`src/rtl/pcm_frame_assembler_if.sv`:
```
// Byte-in / sample-out bundle for the PCM frame assembler: UART receive side,
// FIFO write side, flow control, and status/error counters.
interface pcm_frame_assembler_if #(
  parameter int unsigned FILL_BITS = 13
);
  logic [7:0]           rx_data;
  logic                 received;
  logic [FILL_BITS-1:0] fifo_fill;
  logic                 fifo_full;
  logic                 wr_en;
  logic [15:0]          wr_data;
  logic                 cts;
  logic                 in_packet;
  logic                 frame_ok;
  logic [7:0]           csum_errs;
  logic [7:0]           timeout_errs;
  logic [7:0]           overflow_drops;

  // Assembler side
  modport slave (
    input  rx_data, received, fifo_fill, fifo_full,
    output wr_en, wr_data, cts, in_packet, frame_ok,
           csum_errs, timeout_errs, overflow_drops
  );

  // Byte source / sample sink side
  modport master (
    output rx_data, received, fifo_fill, fifo_full,
    input  wr_en, wr_data, cts, in_packet, frame_ok,
           csum_errs, timeout_errs, overflow_drops
  );
endinterface

```
`src/rtl/pcm_frame_assembler.sv`:
```
// Framed PCM receive stage: hunts for a sync byte, parses a length-prefixed
// packet of stereo 8-bit pairs, writes each pair to the sample FIFO as it
// completes, checks a trailing modulo-256 checksum, aborts on inter-byte
// timeout, drives host CTS from FIFO fill with hysteresis, and keeps
// saturating error counters.
module pcm_frame_assembler #(
  parameter logic [7:0]  SYNC_BYTE      = 8'hA5,
  parameter int unsigned FILL_BITS      = 13,
  parameter int unsigned LOW_MARK       = 2457,
  parameter int unsigned HIGH_MARK      = 4096,
  parameter int unsigned TIMEOUT_CYCLES = 400
) (
  input logic                  clk,
  input logic                  reset,
  pcm_frame_assembler_if.slave bus
);

  localparam int unsigned          IDLE_W    = $clog2(TIMEOUT_CYCLES + 1);
  localparam logic [IDLE_W-1:0]    IDLE_LAST = IDLE_W'(TIMEOUT_CYCLES - 1);
  localparam logic [FILL_BITS-1:0] LOW_FILL  = FILL_BITS'(LOW_MARK);
  localparam logic [FILL_BITS-1:0] HIGH_FILL = FILL_BITS'(HIGH_MARK);

  typedef enum logic [2:0] {
    ST_HUNT,
    ST_LEN,
    ST_RIGHT,
    ST_LEFT,
    ST_CSUM
  } state_t;

  state_t            state_q;
  logic [7:0]        sum_q;
  logic [7:0]        pairs_q;
  logic [7:0]        right_q;
  logic [IDLE_W-1:0] idle_q;
  logic              wr_en_q;
  logic [15:0]       wr_data_q;
  logic              frame_ok_q;
  logic              cts_q;
  logic [7:0]        csum_errs_q;
  logic [7:0]        timeout_errs_q;
  logic [7:0]        overflow_drops_q;

  function automatic logic [7:0] sat_inc(input logic [7:0] v);
    return (v == 8'hFF) ? v : v + 8'd1;
  endfunction

  // Packet parser: byte-driven state walk, FIFO write, checksum and idle timeout
  always_ff @(posedge clk or posedge reset) begin
    if (reset) begin
      state_q          <= ST_HUNT;
      sum_q            <= '0;
      pairs_q          <= '0;
      right_q          <= '0;
      idle_q           <= '0;
      wr_en_q          <= 1'b0;
      wr_data_q        <= '0;
      frame_ok_q       <= 1'b0;
      csum_errs_q      <= '0;
      timeout_errs_q   <= '0;
      overflow_drops_q <= '0;
    end else begin
      wr_en_q    <= 1'b0;
      frame_ok_q <= 1'b0;
      if (bus.received) begin
        // A byte arriving on the expiry cycle is processed; no timeout fires.
        idle_q <= '0;
        unique case (state_q)
          ST_HUNT: begin
            if (bus.rx_data == SYNC_BYTE) state_q <= ST_LEN;
          end
          ST_LEN: begin
            if (bus.rx_data == 8'd0) begin
              state_q        <= ST_HUNT;
              timeout_errs_q <= sat_inc(timeout_errs_q);
            end else begin
              pairs_q <= bus.rx_data;
              sum_q   <= bus.rx_data;
              state_q <= ST_RIGHT;
            end
          end
          ST_RIGHT: begin
            right_q <= bus.rx_data;
            sum_q   <= sum_q + bus.rx_data;
            state_q <= ST_LEFT;
          end
          ST_LEFT: begin
            sum_q <= sum_q + bus.rx_data;
            if (!bus.fifo_full) begin
              wr_en_q   <= 1'b1;
              wr_data_q <= {bus.rx_data, right_q};
            end else begin
              overflow_drops_q <= sat_inc(overflow_drops_q);
            end
            pairs_q <= pairs_q - 8'd1;
            state_q <= (pairs_q == 8'd1) ? ST_CSUM : ST_RIGHT;
          end
          ST_CSUM: begin
            if (bus.rx_data == sum_q) frame_ok_q  <= 1'b1;
            else                      csum_errs_q <= sat_inc(csum_errs_q);
            state_q <= ST_HUNT;
          end
          default: state_q <= ST_HUNT;
        endcase
      end else if (state_q != ST_HUNT) begin
        if (idle_q == IDLE_LAST) begin
          state_q        <= ST_HUNT;
          timeout_errs_q <= sat_inc(timeout_errs_q);
          idle_q         <= '0;
        end else begin
          idle_q <= idle_q + 1'b1;
        end
      end else begin
        idle_q <= '0;
      end
    end
  end

  // Host flow control: hysteresis between the low and high fill marks
  always_ff @(posedge clk or posedge reset) begin
    if (reset) begin
      cts_q <= 1'b0;
    end else if (bus.fifo_fill <= LOW_FILL) begin
      cts_q <= 1'b1;
    end else if (bus.fifo_fill >= HIGH_FILL) begin
      cts_q <= 1'b0;
    end
  end

  assign bus.wr_en          = wr_en_q;
  assign bus.wr_data        = wr_data_q;
  assign bus.frame_ok       = frame_ok_q;
  assign bus.cts            = cts_q;
  assign bus.in_packet      = (state_q != ST_HUNT);
  assign bus.csum_errs      = csum_errs_q;
  assign bus.timeout_errs   = timeout_errs_q;
  assign bus.overflow_drops = overflow_drops_q;

endmodule
```
`src/flat_wrapper.sv`:
```
// flat-port wrapper written by rule: the top's interface ports become plain ports
module pcm_frame_assembler_flat 
#(
  parameter logic [7:0]  SYNC_BYTE      = 8'hA5,
  parameter int unsigned FILL_BITS      = 13,
  parameter int unsigned LOW_MARK       = 2457,
  parameter int unsigned HIGH_MARK      = 4096,
  parameter int unsigned TIMEOUT_CYCLES = 400
)
  (clk, reset, bus_rx_data, bus_received, bus_fifo_fill, bus_fifo_full, bus_wr_en, bus_wr_data, bus_cts, bus_in_packet, bus_frame_ok, bus_csum_errs, bus_timeout_errs, bus_overflow_drops);
  pcm_frame_assembler_if #(.FILL_BITS(FILL_BITS)) bus_i ();
  input logic clk;
  input logic reset;
  input wire logic [$bits(bus_i.rx_data)-1:0] bus_rx_data;
  input wire logic [$bits(bus_i.received)-1:0] bus_received;
  input wire logic [$bits(bus_i.fifo_fill)-1:0] bus_fifo_fill;
  input wire logic [$bits(bus_i.fifo_full)-1:0] bus_fifo_full;
  output wire logic [$bits(bus_i.wr_en)-1:0] bus_wr_en;
  output wire logic [$bits(bus_i.wr_data)-1:0] bus_wr_data;
  output wire logic [$bits(bus_i.cts)-1:0] bus_cts;
  output wire logic [$bits(bus_i.in_packet)-1:0] bus_in_packet;
  output wire logic [$bits(bus_i.frame_ok)-1:0] bus_frame_ok;
  output wire logic [$bits(bus_i.csum_errs)-1:0] bus_csum_errs;
  output wire logic [$bits(bus_i.timeout_errs)-1:0] bus_timeout_errs;
  output wire logic [$bits(bus_i.overflow_drops)-1:0] bus_overflow_drops;
  assign bus_i.rx_data = bus_rx_data;
  assign bus_i.received = bus_received;
  assign bus_i.fifo_fill = bus_fifo_fill;
  assign bus_i.fifo_full = bus_fifo_full;
  assign bus_wr_en = bus_i.wr_en;
  assign bus_wr_data = bus_i.wr_data;
  assign bus_cts = bus_i.cts;
  assign bus_in_packet = bus_i.in_packet;
  assign bus_frame_ok = bus_i.frame_ok;
  assign bus_csum_errs = bus_i.csum_errs;
  assign bus_timeout_errs = bus_i.timeout_errs;
  assign bus_overflow_drops = bus_i.overflow_drops;
  pcm_frame_assembler #(.SYNC_BYTE(SYNC_BYTE), .FILL_BITS(FILL_BITS), .LOW_MARK(LOW_MARK), .HIGH_MARK(HIGH_MARK), .TIMEOUT_CYCLES(TIMEOUT_CYCLES)) u_core (.clk(clk), .reset(reset), .bus(bus_i));
endmodule
```
`config.mk`:
```
export PLATFORM = sky130hd
export DESIGN_NAME = pcm_frame_assembler_flat
export DESIGN_NICKNAME = d
export VERILOG_FILES = /design/src/rtl/pcm_frame_assembler_if.sv /design/src/rtl/pcm_frame_assembler.sv /design/src/flat_wrapper.sv
export SDC_FILE = /design/constraint.sdc
export NUM_CORES = 1
export LEC_CHECK = 0
export ABC_CLOCK_PERIOD_IN_PS = 3500
export BUFFER_PORTS_ARGS = -buffer_cell sky130_fd_sc_hd__buf_2
export CAP_MARGIN = 10
export CELL_PAD_IN_SITES_DETAIL_PLACEMENT = 1
export CELL_PAD_IN_SITES_GLOBAL_PLACEMENT = 2
export CORE_MARGIN = 2
export CORE_UTILIZATION = 36
export DETAILED_ROUTE_END_ITERATION = 7
export HOLD_SLACK_MARGIN = 0.12
export PLACE_DENSITY_LB_ADDON = 0.1
export SETUP_SLACK_MARGIN = 0.3
export SYNTH_ARGS = -nofsm -noshare
export SYNTH_HDL_FRONTEND = slang
export SYNTH_SLANG_ARGS = --single-unit
export TNS_END_PERCENT = 1
```
`constraint.sdc`:
```
create_clock -name clk -period 3.5 [get_ports clk]
set_input_delay 0.7 -clock clk [delete_from_list [all_inputs] [get_ports clk]]
set_output_delay 0.7 -clock clk [all_outputs]
set_load 0.02 [all_outputs]
```
==> reports/metrics.csv <==
stage;metric;value;unit
cells_and_area;post-route design area;4885;µm²
synth;top cells by count, synth;dfrtp_1, nor2_1, mux2_2;
power_and_ir_drop;Pwr Total;3.734;mW
route;Post-route DRC;0;
cts;Post-CTS Hold Buffers;0;
synth;sequential share of the synthesized area;0.4830;
sta;Hold Vio Cnt, Final;0;
synth;Net Count, Synth;416;
worst_setup_path;CP Max Fanout;8;
worst_setup_path;Worst Setup Start Kind;input port;
cells_and_area;fin nets;490;
run_status;status;completed;
sta;maximum clock rate;443.1;MHz
cts;setup bufs post-CTS;0;
worst_setup_path;cell family with most CP delay;adder cells;
synth;top-area cell type share of the netlist area;0.4830;
worst_setup_path;worst stage delay on the critical path;0.45;ns
cts;CTS max path bufs;2;
route;vias per inst;5.290;
route;DR vias;3153;
cells_and_area;ratio of cells with drive above 1 in the final layout;0.2917;
placement;routability cong.;0.8127;
cells_and_area;Area Overhead vs Synth;19.35;%
die;DIE HEIGHT;110.6;µm
die;Die X-Extent;110.6;µm
cts;post-cts gate resize count;0;
worst_setup_path;critical path required time;3.73;ns
worst_setup_path;RR Startpoint;u_core.sum_q[5]$_DFFE_PP0P_;
worst_setup_path;Reg2Reg Setup Slack;1.43;ns
cts;Clock Latency Late Sink;0.34;ns
grt;number of global-route vias before repair;3365;
sta;Final Slew Violations;0;
route;Starting DRT DRC Count;114;
sta;final setup violation count;0;
synth;Distinct cells, synth;55;
die;I/O Pins;69;
sta;post-route minimum period;2.257;ns
cts;CTS buffer count;9;
cts;clock-pin transition on the worst setup and hold timing paths;0.06;ns
synth;top cells by area, synth;dfrtp_1, mux2_2, xnor2_1;
job;Max Cap Violations;0;
route;Avg WL per Cell;17.43;µm
synth;synthesized flop and latch total;79;
synth;Synth Instances;377;
worst_setup_path;cells along the critical path;buf_2, ha_1, nor3_1, and3_1, a311oi_4, mux2_2;
synth;Post-synth ARST share;1.000;
sta;Clock Skew;0.004940;ns
cells_and_area;Antenna Cells;0;
die;die area;12240;µm²
die;initial core utilization;0.3726;
worst_setup_path;Worst path slowest cell;ha_1;
worst_setup_path;number of buffers and inverters on the critical path;1;
power_and_ir_drop;PD cells;764.5;nW/µm²
placement;Cell Area, Placed;4576;µm²
synth;Main synth FF type;dfrtp_1;
synth;Mapped Area;4093;µm²
grt;total grt overflow;0;
worst_setup_path;Worst setup EP type;register;
sta;Slew HR;0.4724;
synth;area leader, netlist;dfrtp_1;
sta;crit share post-route;0.6448;
synth;synth warn;0;
worst_setup_path;R2R Path End;u_core.bus.csum_errs[1]$_DFFE_PP0P_;
route;First-pass DRT Iterations;4;
sta;setup TNS;0;ns
synth;Avg Inst Size Synth;10.86;µm²
cts;clock sink count;79;
hold_path;worst min path class;input port to async pin;
sta;RSZ-0062 raised after global routing;no;
sta;measured slew at the worst slew-check pin;0.7871;ns
route;final WL;10390;µm
worst_setup_path;Crit Path Category;input port to register;
placement;DP Wirelength;7497;µm
worst_setup_path;CP arrival;2.48;ns
grt;first-pass GRT wire length;17660;µm
route;DRT antenna net count;0;
die;Site Rows;38;
cts;root buffer cell;clkbuf_16;
power_and_ir_drop;Pleak;2.246;nW
cts;CTS tree;yes;
worst_setup_path;worst-case reg-to-reg path depth;5;
placement;port bufs;67;
synth;Post-synth EDFFs;0;
cells_and_area;fill count;1221;
grt;initial antenna violation count;0;
synth;top-count cell post-synth;dfrtp_1;
grt;largest net degree at the start of global routing;39;
grt;GRT Total Usage;0.1804;
die;core area;10980;µm²
power_and_ir_drop;Worst IR Drop VDD;380.2;µV
cts;htree depth;3;
## sequential cells by signal, summed over array words and instances (netlist names)
signal,count
u_core.pairs_q,8
u_core.state_q,3
u_core.bus.wr_en,1
u_core.bus.csum_errs,8
u_core.bus.cts,1
u_core.bus.frame_ok,1
u_core.idle_q,9
u_core.bus.overflow_drops,8
u_core.sum_q,8
u_core.right_q,8
u_core.bus.wr_data,16
u_core.bus.timeout_errs,8
## worst max-delay path by stage
| stage | end | from | slack [ns] | depth (start not counted) |
|---|---|---|---|---|
| 2_1_floorplan | u_core.bus.csum_errs[0]$_DFFE_PP0P_ | reset | 0.78 | 1 |
| 6_report | u_core.bus.csum_errs[1]$_DFFE_PP0P_ | bus_rx_data[5] | 1.24 | 6 |
| 3_3_place_gp | u_core.bus.csum_errs[1]$_DFFE_PP0P_ | bus_rx_data[5] | 0.91 | 6 |
| 4_1_cts | bus_in_packet | u_core.state_q[1]$_DFFE_PP0P_ | 1.25 | 3 |
| 3_5_place_dp | u_core.bus.csum_errs[1]$_DFFE_PP0P_ | bus_rx_data[5] | 0.89 | 6 |
| 5_1_grt | u_core.sum_q[6]$_DFFE_PP0P_ | bus_rx_data[0] | 1.12 | 9 |
## stage by stage
stage               worst slack [ns]  cells  hold slack, ns  utilization
floorplan                     0.7766    377          0.4329            -
global placement              0.9105    580          0.4645       0.4166
detailed placement            0.8880    580          0.4698       0.4166
CTS                            1.249    596          0.4681       0.4447
global route                   1.118    596          0.4954       0.4447
finish                         1.243    596          0.4426       0.4447
## placed cells by master, fill, tap and decap left out, types with 2 or more instances in the layout
cell type	n
nor4_1	3
mux2_2	28
nor4_4	2
and3_1	8
a21o_1	2
nand2_1	20
nor2_1	30
a21oi_1	17
nand2b_1	5
and2_1	4
a22oi_1	2
inv_1	13
o21bai_1	2
o21ai_0	25
a31oi_1	6
nand3_1	15
nor3_1	8
and4_1	3
nand4_1	9
ha_1	13
xor2_1	6
clkbuf_8	2
buf_4	7
mux2i_1	2
clkinv_2	2
xnor2_1	22
nor2b_1	4
nor3b_1	4
clkbuf_16	9
a211oi_1	6
o211ai_1	4
buf_2	67
dfrtp_1	79
## cells by family (layout without fill, tap and decap cells)
family | count (synthesis) | count (layout) | share of synthesized area
compound gates | 74 | 74 | 0.1226
xor+xnor | 28 | 28 | 0.05992
fa+ha+maj | 14 | 14 | 0.04464
buf+inv | 25 | 104 | 0.03271
flops | 79 | 79 | 0.4830
mux | 31 | 31 | 0.08560
simple gates | 126 | 126 | 0.1715
## routing by layer
metal / up-vias / GRT usage / wire [µm]
li1: 1510 / - / -
met1: 1568 / 0.2376 / 4930
met2: 63 / 0.2822 / 4763
met3: 12 / 0.06092 / 544
met4: 0 / 0.05417 / 148
met5: - / 0 / 0
## power breakdown
part / internal [mW] / switching (mW)
Clock: 0.594 / 0.383
Sequential: 1.19 / 0.214
Combinational: 0.559 / 0.794
Total: 2.34 / 1.39
## layout make-up
class,count,area [µm²],area share
multi-input cells,273,1982,0.4057
clock inverters,4,52.55,0.01076
clock buffers,12,256.5,0.05251
inverters,14,53.80,0.01101
well taps,140,175.2,0.03586
repair buffers,74,387.9,0.07941
flip-flops and latches,79,1977,0.4047
Note: power is estimated with default switching activity, not from simulation.
